[src/rtl/lcd_text_ctrl.sv]
// HD44780 8-bit write-only text controller: panel init, then a ROWS x COLS frame
// read from an external synchronous ROM, rewritten only on a message request.
module lcd_text_ctrl #(
  parameter int unsigned NUM_MSG    = 4,
  parameter int unsigned ROWS       = 2,
  parameter int unsigned COLS       = 16,
  parameter int unsigned EN_CYCLES  = 12,
  parameter int unsigned GAP_CYCLES = 2500,
  parameter int unsigned CLR_CYCLES = 100000,
  localparam int unsigned MSG_W     = $clog2(NUM_MSG),
  localparam int unsigned ADDR_W    = $clog2(NUM_MSG * ROWS * COLS)
) (
  input  logic              clk,
  input  logic              reset,
  input  logic              start_i,
  input  logic [MSG_W-1:0]  msg_sel,
  input  logic              msg_req,
  output logic              msg_ack,
  output logic [ADDR_W-1:0] rom_addr,
  input  logic [7:0]        rom_data,
  output logic              rs,
  output logic              rw,
  output logic              en,
  output logic [7:0]        dat,
  output logic              busy,
  output logic              frame_done
);

  localparam int unsigned CNT_W = $clog2(CLR_CYCLES + 1);
  localparam int unsigned COL_W = (COLS > 1) ? $clog2(COLS) : 1;

  localparam logic [2:0] S_IDLE   = 3'd0;
  localparam logic [2:0] S_INIT   = 3'd1;
  localparam logic [2:0] S_ROWADR = 3'd2;
  localparam logic [2:0] S_CHARS  = 3'd3;
  localparam logic [2:0] S_SHOW   = 3'd4;

  localparam logic [1:0] PH_NONE  = 2'd0;
  localparam logic [1:0] PH_SETUP = 2'd1;
  localparam logic [1:0] PH_EN    = 2'd2;
  localparam logic [1:0] PH_WAIT  = 2'd3;

  logic [2:0]        state_q, state_d;
  logic [1:0]        phase_q, phase_d;
  logic [CNT_W-1:0]  cnt_q, cnt_d;
  logic [1:0]        idx_q, idx_d;
  logic              row_q, row_d;
  logic [COL_W-1:0]  col_q, col_d;
  logic [MSG_W-1:0]  cur_msg_q, cur_msg_d;
  logic [MSG_W-1:0]  req_sel_q, req_sel_d;
  logic              pending_q, pending_d;
  logic              rs_q, rs_d;
  logic              en_q, en_d;
  logic [7:0]        dat_q, dat_d;
  logic              busy_q, busy_d;
  logic              frame_done_q, frame_done_d;
  logic              msg_ack_q, msg_ack_d;
  logic [ADDR_W-1:0] rom_addr_q, rom_addr_d;

  logic              wait_done;
  logic              launch_cmd;
  logic              launch_char;
  logic              take_msg;
  logic [7:0]        cmd;
  logic [31:0]       sel_ext;
  logic [MSG_W-1:0]  sel_clamped;

  always_comb begin
    state_d      = state_q;
    phase_d      = phase_q;
    cnt_d        = cnt_q;
    idx_d        = idx_q;
    row_d        = row_q;
    col_d        = col_q;
    cur_msg_d    = cur_msg_q;
    req_sel_d    = req_sel_q;
    pending_d    = pending_q;
    rs_d         = rs_q;
    dat_d        = dat_q;
    frame_done_d = 1'b0;
    msg_ack_d    = 1'b0;
    wait_done    = 1'b0;
    launch_cmd   = 1'b0;
    launch_char  = 1'b0;
    take_msg     = 1'b0;
    cmd          = '0;

    sel_ext     = 32'(msg_sel);
    sel_clamped = (sel_ext > NUM_MSG - 1) ? MSG_W'(NUM_MSG - 1) : msg_sel;

    // Transaction timing: one setup cycle, EN_CYCLES strobe, then the settle wait.
    case (phase_q)
      PH_SETUP: begin
        phase_d = PH_EN;
        cnt_d   = CNT_W'(EN_CYCLES - 1);
      end
      PH_EN: begin
        if (cnt_q == '0) begin
          phase_d = PH_WAIT;
          cnt_d   = (!rs_q && dat_q == 8'h01) ? CNT_W'(CLR_CYCLES - 1)
                                              : CNT_W'(GAP_CYCLES - 1);
        end else begin
          cnt_d = cnt_q - 1'b1;
        end
      end
      PH_WAIT: begin
        if (cnt_q == '0) wait_done = 1'b1;
        else             cnt_d = cnt_q - 1'b1;
      end
      default: ;
    endcase

    case (state_q)
      S_IDLE: begin
        if (start_i) begin
          state_d    = S_INIT;
          idx_d      = '0;
          launch_cmd = 1'b1;
          cmd        = 8'h38;
        end
      end
      S_INIT: begin
        if (wait_done) begin
          if (idx_q == 2'd3) begin
            state_d    = S_ROWADR;
            take_msg   = 1'b1;
            launch_cmd = 1'b1;
            cmd        = 8'h80;
          end else begin
            idx_d      = idx_q + 1'b1;
            launch_cmd = 1'b1;
            case (idx_q)
              2'd0:    cmd = 8'h06;
              2'd1:    cmd = 8'h0C;
              default: cmd = 8'h01;
            endcase
          end
        end
      end
      S_ROWADR: begin
        if (wait_done) begin
          state_d     = S_CHARS;
          launch_char = 1'b1;
        end
      end
      S_CHARS: begin
        // col/row already point at the next character, so col==0 means the row is done
        if (wait_done) begin
          if (col_q != '0) begin
            launch_char = 1'b1;
          end else if (row_q) begin
            state_d    = S_ROWADR;
            launch_cmd = 1'b1;
            cmd        = 8'hC0;
          end else begin
            state_d      = S_SHOW;
            phase_d      = PH_NONE;
            frame_done_d = 1'b1;
          end
        end
      end
      S_SHOW: begin
        if (pending_q) begin
          state_d    = S_ROWADR;
          take_msg   = 1'b1;
          launch_cmd = 1'b1;
          cmd        = 8'h80;
        end
      end
      default: state_d = S_IDLE;
    endcase

    if (launch_cmd) begin
      phase_d = PH_SETUP;
      rs_d    = 1'b0;
      dat_d   = cmd;
    end

    // Pointer advances at launch so the ROM has the whole transaction to respond.
    if (launch_char) begin
      phase_d = PH_SETUP;
      rs_d    = 1'b1;
      dat_d   = rom_data;
      if (col_q == COL_W'(COLS - 1)) begin
        col_d = '0;
        row_d = (32'(row_q) == ROWS - 1) ? 1'b0 : ~row_q;
      end else begin
        col_d = col_q + 1'b1;
      end
    end

    if (take_msg && pending_q) begin
      cur_msg_d = req_sel_q;
      pending_d = 1'b0;
    end

    // A request on the consuming cycle wins over the clear above.
    if (msg_req && state_q != S_IDLE) begin
      req_sel_d = sel_clamped;
      pending_d = 1'b1;
      msg_ack_d = 1'b1;
    end

    en_d       = (phase_d == PH_EN);
    busy_d     = (state_d != S_IDLE) && (state_d != S_SHOW);
    rom_addr_d = ADDR_W'(32'(cur_msg_d) * ROWS * COLS + 32'(row_d) * COLS + 32'(col_d));
  end

  always_ff @(posedge clk) begin
    if (!reset) begin
      state_q      <= S_IDLE;
      phase_q      <= PH_NONE;
      cnt_q        <= '0;
      idx_q        <= '0;
      row_q        <= 1'b0;
      col_q        <= '0;
      cur_msg_q    <= '0;
      req_sel_q    <= '0;
      pending_q    <= 1'b0;
      rs_q         <= 1'b0;
      en_q         <= 1'b0;
      dat_q        <= '0;
      busy_q       <= 1'b0;
      frame_done_q <= 1'b0;
      msg_ack_q    <= 1'b0;
      rom_addr_q   <= '0;
    end else begin
      state_q      <= state_d;
      phase_q      <= phase_d;
      cnt_q        <= cnt_d;
      idx_q        <= idx_d;
      row_q        <= row_d;
      col_q        <= col_d;
      cur_msg_q    <= cur_msg_d;
      req_sel_q    <= req_sel_d;
      pending_q    <= pending_d;
      rs_q         <= rs_d;
      en_q         <= en_d;
      dat_q        <= dat_d;
      busy_q       <= busy_d;
      frame_done_q <= frame_done_d;
      msg_ack_q    <= msg_ack_d;
      rom_addr_q   <= rom_addr_d;
    end
  end

  assign rs         = rs_q;
  assign rw         = 1'b0;
  assign en         = en_q;
  assign dat        = dat_q;
  assign busy       = busy_q;
  assign frame_done = frame_done_q;
  assign msg_ack    = msg_ack_q;
  assign rom_addr   = rom_addr_q;

endmodule
[config.mk]
export PLATFORM = sky130hd
export DESIGN_NAME = lcd_text_ctrl
export DESIGN_NICKNAME = d
export VERILOG_FILES = /design/src/rtl/lcd_text_ctrl.sv
export SDC_FILE = /design/constraint.sdc
export NUM_CORES = 1
export LEC_CHECK = 0
export ABC_AREA = 1
export BUFFER_PORTS_ARGS = -buffer_cell sky130_fd_sc_hd__clkbuf_2
export CORE_MARGIN = 3
export CORE_UTILIZATION = 50
export CTS_BUF_LIST = sky130_fd_sc_hd__clkbuf_4 sky130_fd_sc_hd__clkbuf_8 sky130_fd_sc_hd__clkbuf_16
export DETAILED_ROUTE_END_ITERATION = 6
export PLACE_DENSITY = 0.71
export SYNTH_ARGS = -nofsm -noshare
export SYNTH_HDL_FRONTEND = slang
export SYNTH_SLANG_ARGS = --single-unit
export TNS_END_PERCENT = 5
[constraint.sdc]
create_clock -name clk -period 1.7 [get_ports clk]
set_input_delay 0.085 -clock clk [delete_from_list [all_inputs] [get_ports clk]]
set_output_delay 0.085 -clock clk [all_outputs]
set_load 0.005 [all_outputs]
* Word level (Yosys, flattened, before mapping)
Index checks and enable logic that the tools add are counted.
** Storage, ports and cells
- Word-level logic and storage cells :: 123
- Bits in read-only memories :: 0
- Memories kept :: 0
- Register bits :: 54
- Bits of input ports :: 14
- Latch bits :: 0
- Memory bits (writable) :: 0
** Operators by class
- Div/mod/pow operators :: 0
- Bitwise logic cells :: 4
- Add/subtract/negate cells :: 5
- $mul :: 0
- $lt $le $gt $ge :: 0
- Eq/ne operators :: 17
- Shifts and indexed selects :: 0
- Multiplexer cells :: 63
- Reduce and logical (&&, ||, !) cells :: 18
** Operators by type and width (count)
- $mux W8 :: 8
- $mux W17 :: 3
- $pmux W17 S3 :: 1
- $pmux W8 S4 :: 1
- $mux W3 :: 8
- $mux W2 :: 11
- $mux W1 :: 21
- $logic_not A17 Y1 :: 1
- $sub A17 B1 Y17 const B :: 1
- $pmux W3 S5 :: 1
- $reduce_bool A3 Y1 :: 3
- $eq A2 B2 Y1 const B :: 4
- $eq A8 B1 Y1 const B :: 1
- $mux W4 :: 2
- $ne A2 B2 Y1 const B :: 4
- $pmux W2 S2 :: 2
- $pmux W4 S2 :: 1
- $add A7 B4 Y7 :: 1
- $add A7 B5 Y7 :: 1
- $eq A3 B2 Y1 const B :: 2
- $mux W6 :: 1
- $reduce_bool A2 Y1 :: 3
- $add A4 B1 Y4 const B :: 1
- $eq A2 B1 Y1 const B :: 2
- 16 further kinds :: 23

* Logic depth before layout (Yosys ltp)
Gate-level depths: netlist of the first run.
- Depth after elaboration :: 10
- Depth in mapped cells :: 14

* Least setup slack after synthesis of the first run
OpenSTA, ideal clock, no wires.
- Kind :: register to register
- Start :: register cnt_q[0]
- End :: register dat_q[3] (netlist: dat[3])
- Buffers on the path :: 2
- Data arrival time :: 1.560 ns
- Clock period less this slack :: 1.673 ns
- Cell stages (with the launch flop) :: 14
- Library setup time :: 0.113 ns
- Setup slack :: 0.027 ns
- Data required time :: 1.587 ns
- Cell sequence :: dfxtp_1 -> inv_1 -> ha_1 -> inv_1 -> nor2_1 -> nand2_1 -> nor2_4 -> nand2_4 -> nor2_8 -> nand2_4 -> buf_6 -> buf_6 -> a21oi_2 -> nor2_1
** On the way
- Word-level cells in the longest chain between the ends :: 7
- Elaborated cells on any way between the ends :: 14
** RTL lines
- start, declared :: RTL line 45 : logic [CNT_W-1:0] cnt_q, cnt_d;
- start signal, assigned :: RTL line 230 : cnt_q <= cnt_d;
- $logic_not A17 Y1 (*) :: RTL line 107 : if (cnt_q == '0) wait_done = 1'b1;
- $mux W1 (*) :: RTL line 107
- $mux W1 (*) :: RTL line 92 : case (phase_q)
- $mux W8 (on tied branches) :: RTL line 148, 123
- $pmux W8 S4 :: RTL line 113 : case (state_q)
- $mux W8 :: RTL line 173 : if (launch_cmd) begin
- $mux W8 :: RTL line 180 : if (launch_char) begin
- end signal, assigned :: RTL line 239 : dat_q <= dat_d;
- end, declared :: RTL line 54 : logic [7:0] dat_q, dat_d;
Mark *: on every way between the ends. The rest lies on a longest branch, timed or not. The select of a mux whose other input is x is not followed.
A chain may end at the register's enable or synchronous reset.

* Worst setup path after layout of the first run
- Start :: register cnt_q[0]
- End :: register pending_q
** On the way
- Word-level cells in the longest chain between the ends :: 7
** RTL lines
- $logic_not A17 Y1 :: RTL line 107
- $mux W1 :: RTL line 107
- $mux W1 :: RTL line 92
- $mux W1 :: RTL line 123 : if (wait_done) begin
- $pmux W1 S2 :: RTL line 113
- $logic_and A1 B1 Y1 :: RTL line 192 : if (take_msg && pending_q) begin
- $reduce_bool A2 Y1 (no line)
- end signal, assigned :: RTL line 236 : pending_q <= pending_d;
- end, declared :: RTL line 51 : logic pending_q, pending_d;
No other way between the ends.

==> impl_metrics.toml, run 1 <==
[floorplanning]
rows = 26
start_util = 0.520
coreArea_sq_um = 5170
fp.dieW_um = 79.4
die_h_um = 79.4
ios = 35
fp.dieArea_sq_um = 6300

[synth]
synth_seq_cells = 47
synth-simple-area-share = 0.348
synth_seq_area_share = 0.350
synth_xor_area_frac = 0.0325
netlist_instances = 389
synthArstFlopShare = 0
synth.most_common_cell = "nand2_1"
synth-adder-area-share = 0.0558
syn-num-nets = 415
synth_area_leaders = "dfxtp_1 (35%), nand2_1 (10%), nor2_1 (8.1%), nand3_1 (7.1%), inv_1 (6.6%)"
synth_top_area_frac = 0.350
ys_types = 35
synth_commonest_cells = "nand2_1 (73), nor2_1 (58), dfxtp_1 (47), inv_1 (47), nand3_1 (38)"
synth_edf_count = 0
netlist_area_sq_um = 2690
ys.flop_type = "dfxtp_1"
synthMuxAreaShare = 0
yosys.area.top_type = "dfxtp_1"
synth_top_family_by_area = "simple AND/OR/NAND/NOR gates"
synth-compound-area-share = 0.120
avgSynthCellArea_sq_um = 6.92
yosys_warnings = 0

[routing]
wl_per_cell_um = 12.4
dr_wl_met3_um = 249
drc = 0
drt_first_pass_iters = 4
wl_met2_um = 3190
via_per_inst = 5.02
m1WireLength_um = 2940
highest_layer = "met4"
wirelength_um = 6490
vias = 2637
antenna_left = 0
drtIter0Drc = 172

[clocking]
clkTransAtPathRegs_ns = 0.10
numCtsBuffers = 5
cts_tree = "done"
clk_latency_ns = 0.30
htree_levels = 2
numClockSinks = 47
cts_root_buf = "clkbuf_8"
max-clock-path-buffers = 2
hold_buffers = 0

[power_and_ir_drop]
power_frac_seq = 0.380
p_leak_nw = 1.63
peakVddDrop_mv = 0.463
power.density_nw_per_um2 = 977
comb_power_share = 0.363
p_clk_frac = 0.258
report.power.total_mw = 3.31
switchingPower_mw = 1.17
switching_share = 0.354
intPower_mw = 2.14

[place]
pre_cts_slack_ns = -0.186
port_buffers = 33
gp_congestion = 0.836
dp_hpwl_um = 4950

[setup_path]
reg2reg_slack_ns = -0.07
max_stage_delay_ns = 0.34
reg2reg_depth = 13
crit_path_frequent_cell = "nand2_4"
worstPathCellList = "inv_2 -> ha_4 -> inv_2 -> nor2_1 -> nand2_1 -> nor2_4 -> nand2_4 -> nor2_8 -> nand3_4 -> nand2_4 -> nand2_4 -> a21oi_2 -> nor2_1"
crit_family = "simple AND/OR/NAND/NOR gates"
arrival_ns = 1.97
path_class = "reg -> reg"
startpoint_type = "register"
reg2reg_to = "pending_q"
path_buf_inv = 2
r2r_start = "cnt_q[0]"
crit_slowest_cell = "dfxtp_2"
crit_fanout = 4
endpoint_kind = "register"
required_ns = 1.90

[sta]
finalHoldViolCount = 0
rsz0062_at_grt = "yes"
drv_slew = 0
whs_ns = 0.0347
fmax_ghz = 0.565
min_period_over_period = 1.04
setup-violations-final = 29
finalCriticalPeriod_ns = 1.77
setup_tns_ns = -0.851
final.setup.worst_slack_ns = -0.0693
fin_skew_ns = 0.0112

[global_routing]
grt.total_usage = 0.216
grt_max_degree = 21
antenna_found_initial = 0
grt_pass1_wl_um = 11000
overflow = 0
grt_pass1_vias = 2506

[flow_run]
max_cap_viol_count = 0

[final_layout]
n_antenna_cell = 0
nFillCells = 438
nNetsFinal = 480
syn_to_final_growth_pct = 25.9
drive_gt1_frac = 0.270

[hold_path]
hold_start = "msg_sel[1]"
hold_path_end = "req_sel_q[1]"
holdPathStages = 3
hp-class = "in -> reg"

[run_status]
violations = "setup timing"
status = "complete, but fails checks"
==> state kept, by name, summed over array words and instances, names as in the netlist, 2 cells and up <==
name,count
state_q,3
idx_q,2
dat,8
rom_addr,2
req_sel_q,2
col_q,3
cnt_q,17
phase_q,2
cur_msg_q,2
==> worst max path at each step <==
stage               slack, ns        end  cells after the start     start
finish                  -0.07  pending_q                     13  cnt_q[0]
global route            -0.23     dat[1]                     13  cnt_q[0]
CTS                     -0.03  pending_q                     13  cnt_q[1]
detailed placement      -0.19     dat[3]                     12  cnt_q[0]
global placement        -0.12     dat[0]                     12  cnt_q[0]
floorplan                0.03     dat[3]                     13  cnt_q[0]
==> layer usage <==
metal / GRT usage / vias to the layer above
met2: 0.375 / 50
met5: 0 / -
met4: 0.0825 / 0
met1: 0.268 / 1197
li1: - / 1377
met3: 0.0351 / 13
==> worst reg2reg max path, delay by kind of cell, from the launching register on <==
kind | cells | cell delay [ns]
buffers and inverters | 2 | 0.11
adder cells (fa/ha/maj) | 1 | 0.15
AO/OA/AOI/OAI | 1 | 0.13
AND/OR/NAND/NOR | 9 | 0.95
flip-flops | 1 | 0.34
==> stage by stage <==
stage                     instances  cell area (sq um)  utilization
after global placement          515               3130        0.606
after CTS                       524               3290        0.636
after floorplan                 389               2690            -
after detailed placement        515               3130        0.606
final                           525               3390        0.655
after global routing            525               3390        0.655
==> final cells by class <==
class	instances	area, sq um	share of cell area
well taps	70	87.6	0.0258
repair buffers	68	444	0.131
multi-input cells	284	1620	0.477
inverters	48	183	0.0539
clock buffers	5	68.8	0.0203
flip-flops and latches	47	943	0.278
clock inverters	3	46.3	0.0137
==> power by group through the flow <==
stage | Sequential (mW) | Combinational, mW | Clock (mW)
2_1_floorplan | 1.27 | 0.763 | 0
3_3_place_gp | 1.27 | 1.10 | 0
3_5_place_dp | 1.28 | 1.11 | 0
4_1_cts | 1.25 | 1.14 | 0.861
5_1_grt | 1.27 | 1.35 | 0.913
6_report | 1.26 | 1.20 | 0.854
==> logic make-up after synthesis <==
family	count (synthesis)
adders and majority gates	12
DFF	47
xor gates and xnor gates	10
and+or+nand+nor	202
other	1
buffers and inverters	58
AOI/OAI and AO/OA	59
==> timing repair <==
action                                 CTS  global route
pin swaps                                2            20
setup endpoints to repair               30            44
resized for setup                       11            30
endpoints found under the hold margin    0             0
setup buffers                            1             1
==> placed cells by master, fill, tap and decap left out, drive strengths merged <==
master / instances
dfxtp: 47
nand4: 5
inv: 49
ha: 12
or2: 1
o21a: 2
a22oi: 1
nand3b: 1
o22ai: 2
xor2: 7
o21ai: 20
xnor2: 3
conb: 1
clkinvlp: 1
a21boi: 2
nor3: 7
a31oi: 1
buf: 35
nand3: 39
nand2: 77
a21oi: 31
nor2: 70
nor3b: 1
clkbuf: 38
nor4: 1
bufinv: 1
Note: power is estimated with default switching activity, not from simulation.
==> run 2: changes to the inputs <==
- ABC_AREA: 1 -> unset
- CORE_MARGIN: 3 -> unset
==> run 2 against run 1 <==
Net effect:
- the flow finishes with violations (hold timing, setup timing)
- final cell count fell by 2.5%
- worst setup slack worse by 0.12 ns
- non-clock buffer count up 56
- critical endpoint is now state_q[1]
==> impl_metrics.toml, run 2 <==
[run_status]
status = "complete, but fails checks"
violations = "hold timing, setup timing"

[sta]
rsz0062_at_grt = "yes"
whs_ns = -0.00452
final.setup.worst_slack_ns = -0.191
finalCriticalPeriod_ns = 1.89
fmax_ghz = 0.529
fin_skew_ns = 0.0108
setup-violations-final = 43
drv_slew = 0
min_period_over_period = 1.11
finalHoldViolCount = 1

[synth]
synth_commonest_cells = "dfxtp_1 (47), a21oi_1 (26), nor2_1 (26)"
synth_seq_area_share = 0.351
ys.flop_type = "dfxtp_1"
synth_seq_cells = 47
avgSynthCellArea_sq_um = 8.18
yosys.area.top_type = "dfxtp_1"
synthArstFlopShare = 0
syn-num-nets = 354
yosys_warnings = 0
synth_top_area_frac = 0.351
synth_edf_count = 0
ys_types = 60
synth.most_common_cell = "dfxtp_1"
netlist_area_sq_um = 2680
synth_area_leaders = "dfxtp_1 (35%), ha_1 (5.6%), a21oi_1 (4.8%), nor2_1 (3.6%), o21ai_0 (3.4%)"
netlist_instances = 328

[routing]
drt_first_pass_iters = 5
drc = 0
vias = 3038
antenna_left = 0
wl_per_cell_um = 16.9
wirelength_um = 8660
drtIter0Drc = 205
via_per_inst = 5.93

[setup_path]
arrival_ns = 2.11
required_ns = 1.92
cp-startpoint = "cnt_q[0]"
max_stage_delay_ns = 0.33
startpoint_type = "register"
reg2reg_depth = 10
r2r_start = "cnt_q[0]"
path_class = "reg -> reg"
worstPathCellList = "inv_2 -> ha_4 -> nor4b_4 -> and4_4 -> buf_6 -> buf_6 -> nand3_4 -> a22oi_2 -> buf_4 -> nor2_1"
endpoint_kind = "register"
crit_slowest_cell = "dfxtp_2"
crit_fanout = 4
reg2reg_slack_ns = -0.19
crit_path_frequent_cell = "buf_6"
endpoint = "state_q[1]"
reg2reg_to = "state_q[1]"

[global_routing]
grt.total_usage = 0.319
grt_max_degree = 24
grt_pass1_vias = 2915
grt_pass1_wl_um = 13300
overflow = 0
antenna_found_initial = 0

[clocking]
cts_tree = "done"
numCtsBuffers = 5
numClockSinks = 47
cts_root_buf = "clkbuf_8"
htree_levels = 2
hold_buffers = 0
max-clock-path-buffers = 2
clk_latency_ns = 0.32
clkTransAtPathRegs_ns = 0.09

[hold_path]
hp-class = "in -> reg"

[floorplanning]
ios = 35
die_h_um = 75.3
start_util = 0.522
fp.dieArea_sq_um = 5660
rows = 26
fp.dieW_um = 75.3
coreArea_sq_um = 5140

[final_layout]
layout_common_cells = "buf_4 (84), dfxtp_1 (37), clkbuf_2 (33), nor2_1 (26), a21oi_1 (23)"
syn_to_final_growth_pct = 45.5
nFillCells = 387
multi_input_area_sq_um = 1810
n_antenna_cell = 0
mostFrequentLayoutCell = "buf_4"
nNetsFinal = 467
drive_gt1_frac = 0.441
largest_reg_flops = 17
regMostFlops = "cnt_q"
fin_area_sq_um = 3900
seq_area_sq_um = 953

[place]
gp_congestion = 0.855
port_buffers = 33
placement.cell_area_sq_um = 3510
dp_hpwl_um = 5860
pre_cts_slack_ns = -0.302

[flow_run]
max_cap_viol_count = 0

[power_and_ir_drop]
peakVddDrop_mv = 0.816
report.power.total_mw = 4.57
power_frac_seq = 0.290
p_leak_nw = 1.63
p_clk_frac = 0.157
intPower_mw = 2.76
switching_share = 0.395
switchingPower_mw = 1.81
comb_power_share = 0.554
power.density_nw_per_um2 = 1170
[run 2: changes by cell type in the layout (fill, tap and decap cells not counted), moves of 21 or more]
cell and change:
nor2_1 -29, nand3_1 -28, nand2_1 -51, buf_4 +51, inv_1 -21
[run 2: timing repair]
item                                    CTS  global route
pin swaps                                11            14
setup buffers                             6             3
gates resized for setup                  34            29
endpoints found under the setup margin   41            44
[run 2: per-layer routing]
metal / vias to the layer above / GRT usage / part of all wire
li1: 1424 / - / -
met1: 1461 / 0.358 / 0.39
met2: 122 / 0.572 / 0.50
met3: 31 / 0.0669 / 0.067
met4: 0 / 0.158 / 0.036
met5: - / 0 / 0
[run 2: through the flow]
step                      utilization  instances  TNS, ns  hold WS, ns
after floorplan                     -        328   -0.139        0.229
after global placement          0.684        495    -2.54        0.316
after detailed placement        0.684        495    -4.17        0.323
after CTS                       0.733        509    -2.04      0.00183
after global routing            0.759        512    -7.52       0.0119
final                           0.759        512    -4.43     -0.00452
[run 2: final cells by class]
| class | instances | area share |
|---|---|---|
| flip-flops and latches | 47 | 0.244 |
| repair buffers | 124 | 0.224 |
| clock inverters | 1 | 0.00128 |
| clock buffers | 7 | 0.0215 |
| multi-input cells | 239 | 0.463 |
| well taps | 70 | 0.0224 |
| inverters | 24 | 0.0231 |
[run 2: how the worst min path moves through the flow]
stage	start	to	depth (start not counted)
floorplan	msg_sel[0]	req_sel_q[0]	2
global placement	msg_sel[0]	req_sel_q[0]	3
detailed placement	msg_sel[0]	req_sel_q[0]	3
CTS	msg_sel[0]	req_sel_q[0]	3
global route	msg_sel[1]	req_sel_q[1]	3
finish	msg_sel[0]	req_sel_q[0]	3
[run 2: worst max-delay path: cells and delay by family (launching register included)]
family,cells,cell delay [ns]
compound gates,1,0.26
buf+inv,4,0.44
simple gates,4,0.63
fa+ha+maj,1,0.13
flops,1,0.33
[run 2: kinds of logic (layout without fill, tap and decap cells)]
| logic type | after synthesis | in the layout | synth area share |
|---|---|---|---|
| DFF | 47 | 47 | 0.351 |
| other | 1 | 1 | 0.00140 |
| muxes | 7 | 7 | 0.0266 |
| AOI/OAI and AO/OA | 99 | 99 | 0.238 |
| and+or+nand+nor | 118 | 118 | 0.255 |
| buffers and inverters | 42 | 156 | 0.0662 |
| adders and majority gates | 12 | 12 | 0.0559 |
| xor gates and xnor gates | 2 | 2 | 0.00653 |
[run 2: power by group through the flow]
| stage | Combinational (mW) | Clock (mW) | Sequential [mW] |
|---|---|---|---|
| floorplan | 1.08 | 0 | 1.32 |
| global placement | 1.93 | 0 | 1.33 |
| detailed placement | 1.98 | 0 | 1.33 |
| CTS | 2.24 | 0.715 | 1.32 |
| global route | 2.67 | 0.755 | 1.34 |
| finish | 2.53 | 0.715 | 1.32 |
==> run 3: changes to the inputs <==
- RECOVER_POWER: unset -> 100
==> run 3 against run 2 <==
Net effect:
- the run still ends with hold timing, setup timing left
- sequential power barely moved
- flip-flop and latch count did not move
- count of clock-buffer cells in the layout did not move
- global-route usage did not move
- sequential share of layout area rose by 0.086 points
- wire length barely moved
- critical endpoint unchanged
==> impl_metrics.toml, run 3 (synthesis gave the netlist of run 2 again) <==
[floorplanning]
fp.dieW_um = 75.3
coreArea_sq_um = 5140
fp.dieArea_sq_um = 5660
start_util = 0.522
ios = 35
rows = 26
die_h_um = 75.3

[clocking]
clk_latency_ns = 0.32
numClockSinks = 47
htree_levels = 2
numCtsBuffers = 5
max-clock-path-buffers = 2
clkTransAtPathRegs_ns = 0.09
cts_root_buf = "clkbuf_8"
cts_tree = "done"

[routing]
highest_layer = "met4"
wl_met2_um = 4350
wirelength_um = 8660
drt_first_pass_iters = 5
via_per_inst = 5.91
drc = 0
antenna_left = 0
drtIter0Drc = 200
m1WireLength_um = 3400
dr_wl_met3_um = 573
vias = 3026
wl_per_cell_um = 16.9

[setup_path]
reg2reg_slack_ns = -0.20
required_ns = 1.92
r2r_start = "cnt_q[11]"
worstPathCellList = "nor4_4 -> and4_4 -> buf_6 -> buf_6 -> nand3_4 -> a22oi_2 -> buf_4 -> nor2_1"
max_stage_delay_ns = 0.39
reg2reg_depth = 8
crit_slowest_cell = "nor4_4"
reg2reg_to = "state_q[1]"
endpoint_kind = "register"
crit_fanout = 4
crit_path_frequent_cell = "buf_6"
arrival_ns = 2.11
startpoint_type = "register"
path_class = "reg -> reg"

[global_routing]
grt_pass1_wl_um = 13300
antenna_found_initial = 0
grt_max_degree = 24
grt.total_usage = 0.319
grt_pass1_vias = 2915
overflow = 0

[place]
port_buffers = 33
post-place-cells = 495
pre_cts_slack_ns = -0.302
dp_hpwl_um = 5860
gp_congestion = 0.855

[final_layout]
nNetsFinal = 467
syn_to_final_growth_pct = 44.8
n_antenna_cell = 0
drive_gt1_frac = 0.421
instances_no_fill = 512
largest_reg_flops = 17
layout_common_cells = "buf_4 (78), dfxtp_1 (38), clkbuf_2 (28), nor2_1 (26), a21oi_1 (23)"
fin_util = 0.756
mostFrequentLayoutCell = "buf_4"
regMostFlops = "cnt_q"

[hold_path]
holdPathStages = 3
hold_start = "msg_sel[0]"
hold_path_end = "req_sel_q[0]"
hp-class = "in -> reg"

[sta]
setup-violations-final = 43
fmax_ghz = 0.527
setup_tns_ns = -4.48
drv_slew = 0
final.setup.worst_slack_ns = -0.198
finalCriticalPeriod_ns = 1.90
min_period_over_period = 1.12
rsz0062_at_grt = "yes"
fin_skew_ns = 0.0103
finalHoldViolCount = 1
whs_ns = -0.00317

[run_status]
violations = "hold timing, setup timing"
status = "complete, but fails checks"

[power_and_ir_drop]
p_leak_nw = 1.60
power.density_nw_per_um2 = 1170
peakVddDrop_mv = 0.813

[flow_run]
max_cap_viol_count = 0
[run 3: report_power, final]
group          internal (mW)  total (mW)  switching [mW]
combinational           1.24        2.52            1.29
clock                  0.322       0.713           0.391
sequential              1.20        1.32           0.120
[run 3: final cells by class]
class                           count  area, sq um
Multi-Input combinational cell    239         1810
Fill cell                         394         1250
Sequential cell                    47          952
Timing Repair Buffer              124          857
Inverter                           24         90.1
Tap cell                           70         87.6
Clock buffer                        7         83.8
Clock inverter                      1         5.00
[run 3: critical path: cells and delay by family, from the launching register on]
| kind | cells | cell delay (ns) |
|---|---|---|
| buffers and inverters | 3 | 0.37 |
| AOI/OAI and AO/OA | 1 | 0.26 |
| DFF | 1 | 0.37 |
| and+or+nand+nor | 4 | 0.80 |
[run 3: what timing repair did]
action | CTS | global route
hold buffers | 0 | 0
setup endpoints to repair | 41 | 44
pin swaps | 11 | 14
setup buffers | 6 | 3
resized for setup | 34 | 29
[run 3: stage by stage]
step | power, mW | area (sq um)
2_1_floorplan | 2.41 | 2750
4_1_cts | 4.28 | 3770
3_5_place_dp | 3.31 | 3510
6_report | 4.56 | 3880
5_1_grt | 4.76 | 3880
3_3_place_gp | 3.25 | 3510
[run 3: worst max path at each step]
stage / start / endpoint / slack, ns / cells after the start
3_3_place_gp: cnt_q[1] / cnt_q[6] / -0.21 / 8
4_1_cts: cnt_q[11] / phase_q[0] / -0.12 / 7
3_5_place_dp: cnt_q[1] / cnt_q[6] / -0.30 / 8
6_report: cnt_q[11] / state_q[1] / -0.20 / 8
2_1_floorplan: cnt_q[1] / rom_addr[3] / -0.03 / 9
5_1_grt: cnt_q[0] / state_q[1] / -0.28 / 10
[run 3: metal layers]
metal,global-route usage,vias to the layer above
li1,-,1422
met1,0.358,1440
met2,0.572,131
met3,0.0669,33
met4,0.158,0
met5,0,-
